[src/rtl/serial_comparator_nb.sv]
// ---------------------------------------------------------------------------
// serial_comparator_nb
//
// Purpose:
//   Bit-serial magnitude comparator with early termination. Operands are
//   captured on start and examined one bit pair per cycle, MSB first. The
//   first differing pair decides the result. If no pair differs, the
//   operands are equal. Signed (two's-complement) compares invert the
//   decision only when the MSB pair differs.
//
// Ports:
//   clk          - single clock, rising edge
//   rst          - synchronous, active-high reset
//   start        - begin a comparison (accepted only while idle)
//   signed_mode  - 0 unsigned, 1 two's-complement (captured with start)
//   A, B         - operands (captured with start)
//   busy         - high while a comparison is in flight or just finished
//   done         - one-cycle pulse, results valid in that cycle
//   A_great_B    - registered result A > B
//   A_equal_B    - registered result A == B
//   A_less_B     - registered result A < B
// ---------------------------------------------------------------------------
module serial_comparator_nb #(
  parameter int WIDTH = 8
) (
  input  logic             clk,
  input  logic             rst,
  input  logic             start,
  input  logic             signed_mode,
  input  logic [WIDTH-1:0] A,
  input  logic [WIDTH-1:0] B,
  output logic             busy,
  output logic             done,
  output logic             A_great_B,
  output logic             A_equal_B,
  output logic             A_less_B
);

  localparam int IDX_W = (WIDTH > 1) ? $clog2(WIDTH) : 1;

  typedef enum logic [1:0] {
    S_IDLE    = 2'd0,
    S_COMPARE = 2'd1,
    S_DONE    = 2'd2
  } state_t;

  state_t           r_state;
  state_t           w_state_nxt;
  logic [WIDTH-1:0] r_a;
  logic [WIDTH-1:0] r_b;
  logic             r_signed;
  logic [IDX_W-1:0] r_idx;
  logic             r_gt;
  logic             r_eq;
  logic             r_lt;

  logic [WIDTH-1:0] w_a_shift;
  logic [WIDTH-1:0] w_b_shift;
  logic             w_bit_a;
  logic             w_bit_b;
  logic             w_at_msb;
  logic             w_at_lsb;
  logic             w_load;
  logic             w_gt;
  logic             w_eq;
  logic             w_lt;

  // Shift-based bit select keeps the index width legal even when WIDTH is 1.
  assign w_a_shift = r_a >> r_idx;
  assign w_b_shift = r_b >> r_idx;
  assign w_bit_a   = w_a_shift[0];
  assign w_bit_b   = w_b_shift[0];
  assign w_at_msb  = (r_idx == IDX_W'(WIDTH - 1));
  assign w_at_lsb  = (r_idx == {IDX_W{1'b0}});

  // Next-state and result decode for the current bit pair.
  always_comb begin
    w_state_nxt = r_state;
    w_load      = 1'b0;
    w_gt        = 1'b0;
    w_eq        = 1'b0;
    w_lt        = 1'b0;
    case (r_state)
      S_IDLE: begin
        if (start) begin
          w_state_nxt = S_COMPARE;
        end else begin
          w_state_nxt = S_IDLE;
        end
      end
      S_COMPARE: begin
        if (w_bit_a != w_bit_b) begin
          w_load      = 1'b1;
          w_state_nxt = S_DONE;
          // Only a differing sign bit flips the decision in signed mode.
          if (r_signed && w_at_msb) begin
            w_gt = w_bit_b;
            w_lt = w_bit_a;
          end else begin
            w_gt = w_bit_a;
            w_lt = w_bit_b;
          end
        end else if (w_at_lsb) begin
          w_load      = 1'b1;
          w_eq        = 1'b1;
          w_state_nxt = S_DONE;
        end else begin
          w_state_nxt = S_COMPARE;
        end
      end
      S_DONE: begin
        w_state_nxt = S_IDLE;
      end
      default: begin
        w_state_nxt = S_IDLE;
      end
    endcase
  end

  // State, operand capture, bit index and result registers.
  always_ff @(posedge clk) begin
    if (rst) begin
      r_state  <= S_IDLE;
      r_a      <= {WIDTH{1'b0}};
      r_b      <= {WIDTH{1'b0}};
      r_signed <= 1'b0;
      r_idx    <= {IDX_W{1'b0}};
      r_gt     <= 1'b0;
      r_eq     <= 1'b0;
      r_lt     <= 1'b0;
    end else begin
      r_state <= w_state_nxt;
      if ((r_state == S_IDLE) && start) begin
        r_a      <= A;
        r_b      <= B;
        r_signed <= signed_mode;
        r_idx    <= IDX_W'(WIDTH - 1);
      end else if (r_state == S_COMPARE) begin
        // Wraps after the last bit; the value is unused until the next start.
        r_idx <= r_idx - IDX_W'(1);
      end else begin
        r_idx <= r_idx;
      end
      if (w_load) begin
        r_gt <= w_gt;
        r_eq <= w_eq;
        r_lt <= w_lt;
      end else begin
        r_gt <= r_gt;
        r_eq <= r_eq;
        r_lt <= r_lt;
      end
    end
  end

  assign busy      = (r_state != S_IDLE);
  assign done      = (r_state == S_DONE);
  assign A_great_B = r_gt;
  assign A_equal_B = r_eq;
  assign A_less_B  = r_lt;

endmodule

[config.mk]
export PLATFORM = sky130hd
export DESIGN_NAME = serial_comparator_nb
export DESIGN_NICKNAME = d
export VERILOG_FILES = /design/src/rtl/serial_comparator_nb.sv
export SDC_FILE = /design/constraint.sdc
export NUM_CORES = 1
export LEC_CHECK = 0
export ABC_AREA = 1
export CAP_MARGIN = 30
export CELL_PAD_IN_SITES_DETAIL_PLACEMENT = 1
export CELL_PAD_IN_SITES_GLOBAL_PLACEMENT = 2
export CORE_MARGIN = 2
export CORE_UTILIZATION = 29
export DETAILED_ROUTE_END_ITERATION = 8
export GPL_ROUTABILITY_DRIVEN = 0
export MAX_ROUTING_LAYER = met4
export PLACE_DENSITY = 0.83
export SLEW_MARGIN = 5
export SYNTH_ARGS = -nofsm -noshare
export SYNTH_HDL_FRONTEND = slang
export SYNTH_SLANG_ARGS = --single-unit
[constraint.sdc]
create_clock -name clk -period 3.25 [get_ports clk]
set_clock_uncertainty 0.1 [all_clocks]
set_input_delay 0.4875 -clock clk [delete_from_list [all_inputs] [get_ports clk]]
set_output_delay 0.4875 -clock clk [all_outputs]
set_load 0.05 [all_outputs]
==> results_dict.tcl <==
set metrics [dict create \
    status "completed" \
    start_util_pct 30.7 \
    via_count 1172 \
    hp-start "r_a[2]" \
    pwr_density_cell_nw_per_um2 526 \
    clock_path_buffers 2 \
    post-place-ws_ns 1.17 \
    hold_buffers 0 \
    synthArstFlopShare_pct 0 \
    synthFlopType "dfxtp_1" \
    path_max_fanout 3 \
    cts_resized 0 \
    drc 0 \
    wl_per_cell_um 12.4 \
    critical_path.slowest_cell "clkdlybuf4s50_1" \
    mostFrequentLayoutCells "nand2_1 (36), inv_1 (26), dfxtp_1 (25)" \
    synthToLayoutAreaGrowth_pct 25.5 \
    rsz0062_at_grt "false" \
    synth_cells 183 \
    max_freq_mhz 468 \
    final_util_pct 38.5 \
    htree_num_levels 1 \
    timing.rr.start "r_idx[0]" \
    crit_start "r_state[0]" \
    ys_seq_area_share_pct 40.2 \
    finalHoldViolations 0 \
    coreArea_um2 4060 \
    grt_max_degree 24 \
    final_nets 229 \
    ant_nets 0 \
    rr_worst_depth 11 \
    cts_sinks 25 \
    drtIter0Drc 44 \
    maxSlewViolCount 0 \
    first_pass_iters 4 \
    timing.hold.ws_ns 0.351 \
    worst-path-stages 3 \
    worst_slack_ns 1.11 \
    grt_overflow_total 0 \
    timing.rr.end "A_great_B" \
    pin_count 25 \
    maxCapViolCount 0 \
    syn_area_um2 1250 \
    crit_required_ns 2.66 \
    fin_crit_sh_pct 65.7 \
    cp-start-kind "register" \
    post_cts.repair.setup_buffers 0 \
    dieArea_um2 4840 \
    endpoint "busy" \
    vdd_ir_drop_max_mv 0.171 \
    slew_headroom_pct 59.6 \
    p_leak_nw 0.722 \
    synth-seq-cells 25 \
    clkLatencyLatePin_ns 0.27 \
    grt_pass1_wl_um 5750 \
    ys_types 19 \
    wirelength_um 3160 \
    diodes 0 \
    synth_edf_count 0 \
    syn_nets 206 \
    crit_path_end_kind "output pin" \
    tritoncts "done" \
    tightestPinTransition_ns 0.605 \
    fin_tns_setup_ns 0 \
    cts_made_buffers 3 \
    cts-root-buf "clkbuf_8" \
    viasPerCell 4.60 \
    die_w_um 69.6 \
    clk_pin_slew_ns 0.09 \
    worstSetupPathType "register to output pin" \
    max_stage_delay_ns 0.79 \
    post-route-min-period_ns 2.14 \
    cp_top_family "buffers and inverters" \
    drive_above_1_share_pct 9.27 \
    synth_warnings 0 \
    io_buffers 24 \
    layout_commonest_cell "nand2_1" \
    timing.reg2reg.setup_slack_ns 1.47 \
    setup_viol_count_final 0 \
    dp_hpwl_um 2400 \
    antenna_found_initial 0 \
    worstPathArrival_ns 1.55 \
    hp-class "register to register" \
    grt_use_total_pct 14.7 \
    grt_pass1_vias 1265 \
    crit_buf_inv 2 \
    syn_area_per_cell_um2 6.81 \
    crit_chain "nor2_1 -> inv_1 -> clkdlybuf4s50_1" \
    placementRows 23 \
    die_height_um 69.6 \
]
[worst min-delay path by stage]
stage	cells past startpoint	endpoint
floorplan	2	r_a[2]
global placement	2	r_a[2]
detailed placement	2	r_a[2]
CTS	2	r_a[2]
global route	2	r_a[2]
finish	2	r_a[2]
[per-layer routing]
| layer | up-vias | GRT usage (%) | routed length, µm |
|---|---|---|---|
| met5 | - | - | 0 |
| met4 | 0 | 3.92 | 31 |
| met3 | 4 | 2.47 | 97 |
| met2 | 16 | 24.7 | 1500 |
| met1 | 533 | 18.3 | 1530 |
| li1 | 619 | - | - |
[through the flow]
stage          power (mW)  instances  cell area, µm²
6_report            0.823        255            1560
5_1_grt             0.892        255            1560
4_1_cts             0.838        255            1560
3_5_place_dp        0.647        251            1520
3_3_place_gp        0.633        251            1520
2_1_floorplan       0.565        183            1250
[synthesized netlist by cell type (3+ instances only)]
library cell	n	area [µm²]
a21oi_1	19	95.1
nand3_1	17	85.1
inv_1	26	97.6
clkinv_2	4	20.0
o21ai_1	3	15.0
ha_1	3	37.5
clkbuf_1	5	18.8
nand2_2	8	50.1
o21ai_0	20	100
nand2_1	36	135
dfxtp_1	25	500
nor2_1	10	37.5
[cell type report]
type / count / area, µm²
inverter: 32 / 130
timing repair buffer: 25 / 248
fill: 516 / 2490
clock buffer: 4 / 45.0
multi-input combinational: 119 / 578
tap: 50 / 62.6
sequential: 25 / 500
[tightest hold or removal path, cell delays in order, from the launching register on]
cell	delay, ns
dfxtp_1	0.32
clkinv_2	0.05
a21oi_1	0.05
[kinds of logic after synthesis]
| kind of cell | after synthesis | share of synthesized area (%) |
|---|---|---|
| adders and majority gates | 3 | 3.01 |
| DFF | 25 | 40.2 |
| and+or+nand+nor | 73 | 25.9 |
| buffers and inverters | 39 | 13.5 |
| AOI/OAI and AO/OA | 43 | 17.5 |
[where the power goes]
| part | switching (mW) | leakage [nW] | internal [mW] | total, mW |
|---|---|---|---|---|
| clock network | 0.0991 | 0.0228 | 0.0877 | 0.187 |
| registers | 0.0257 | 0.207 | 0.341 | 0.367 |
| logic | 0.170 | 0.492 | 0.0997 | 0.270 |
| total | 0.295 | 0.722 | 0.529 | 0.823 |
[sequential cells by signal (all words and copies together), names as in the netlist]
register / cells
r_idx: 3
A_less_B: 1
r_state: 2
A_great_B: 1
r_b: 8
r_a: 8
A_equal_B: 1
r_signed: 1
Note: power is estimated with default switching activity, not from simulation.
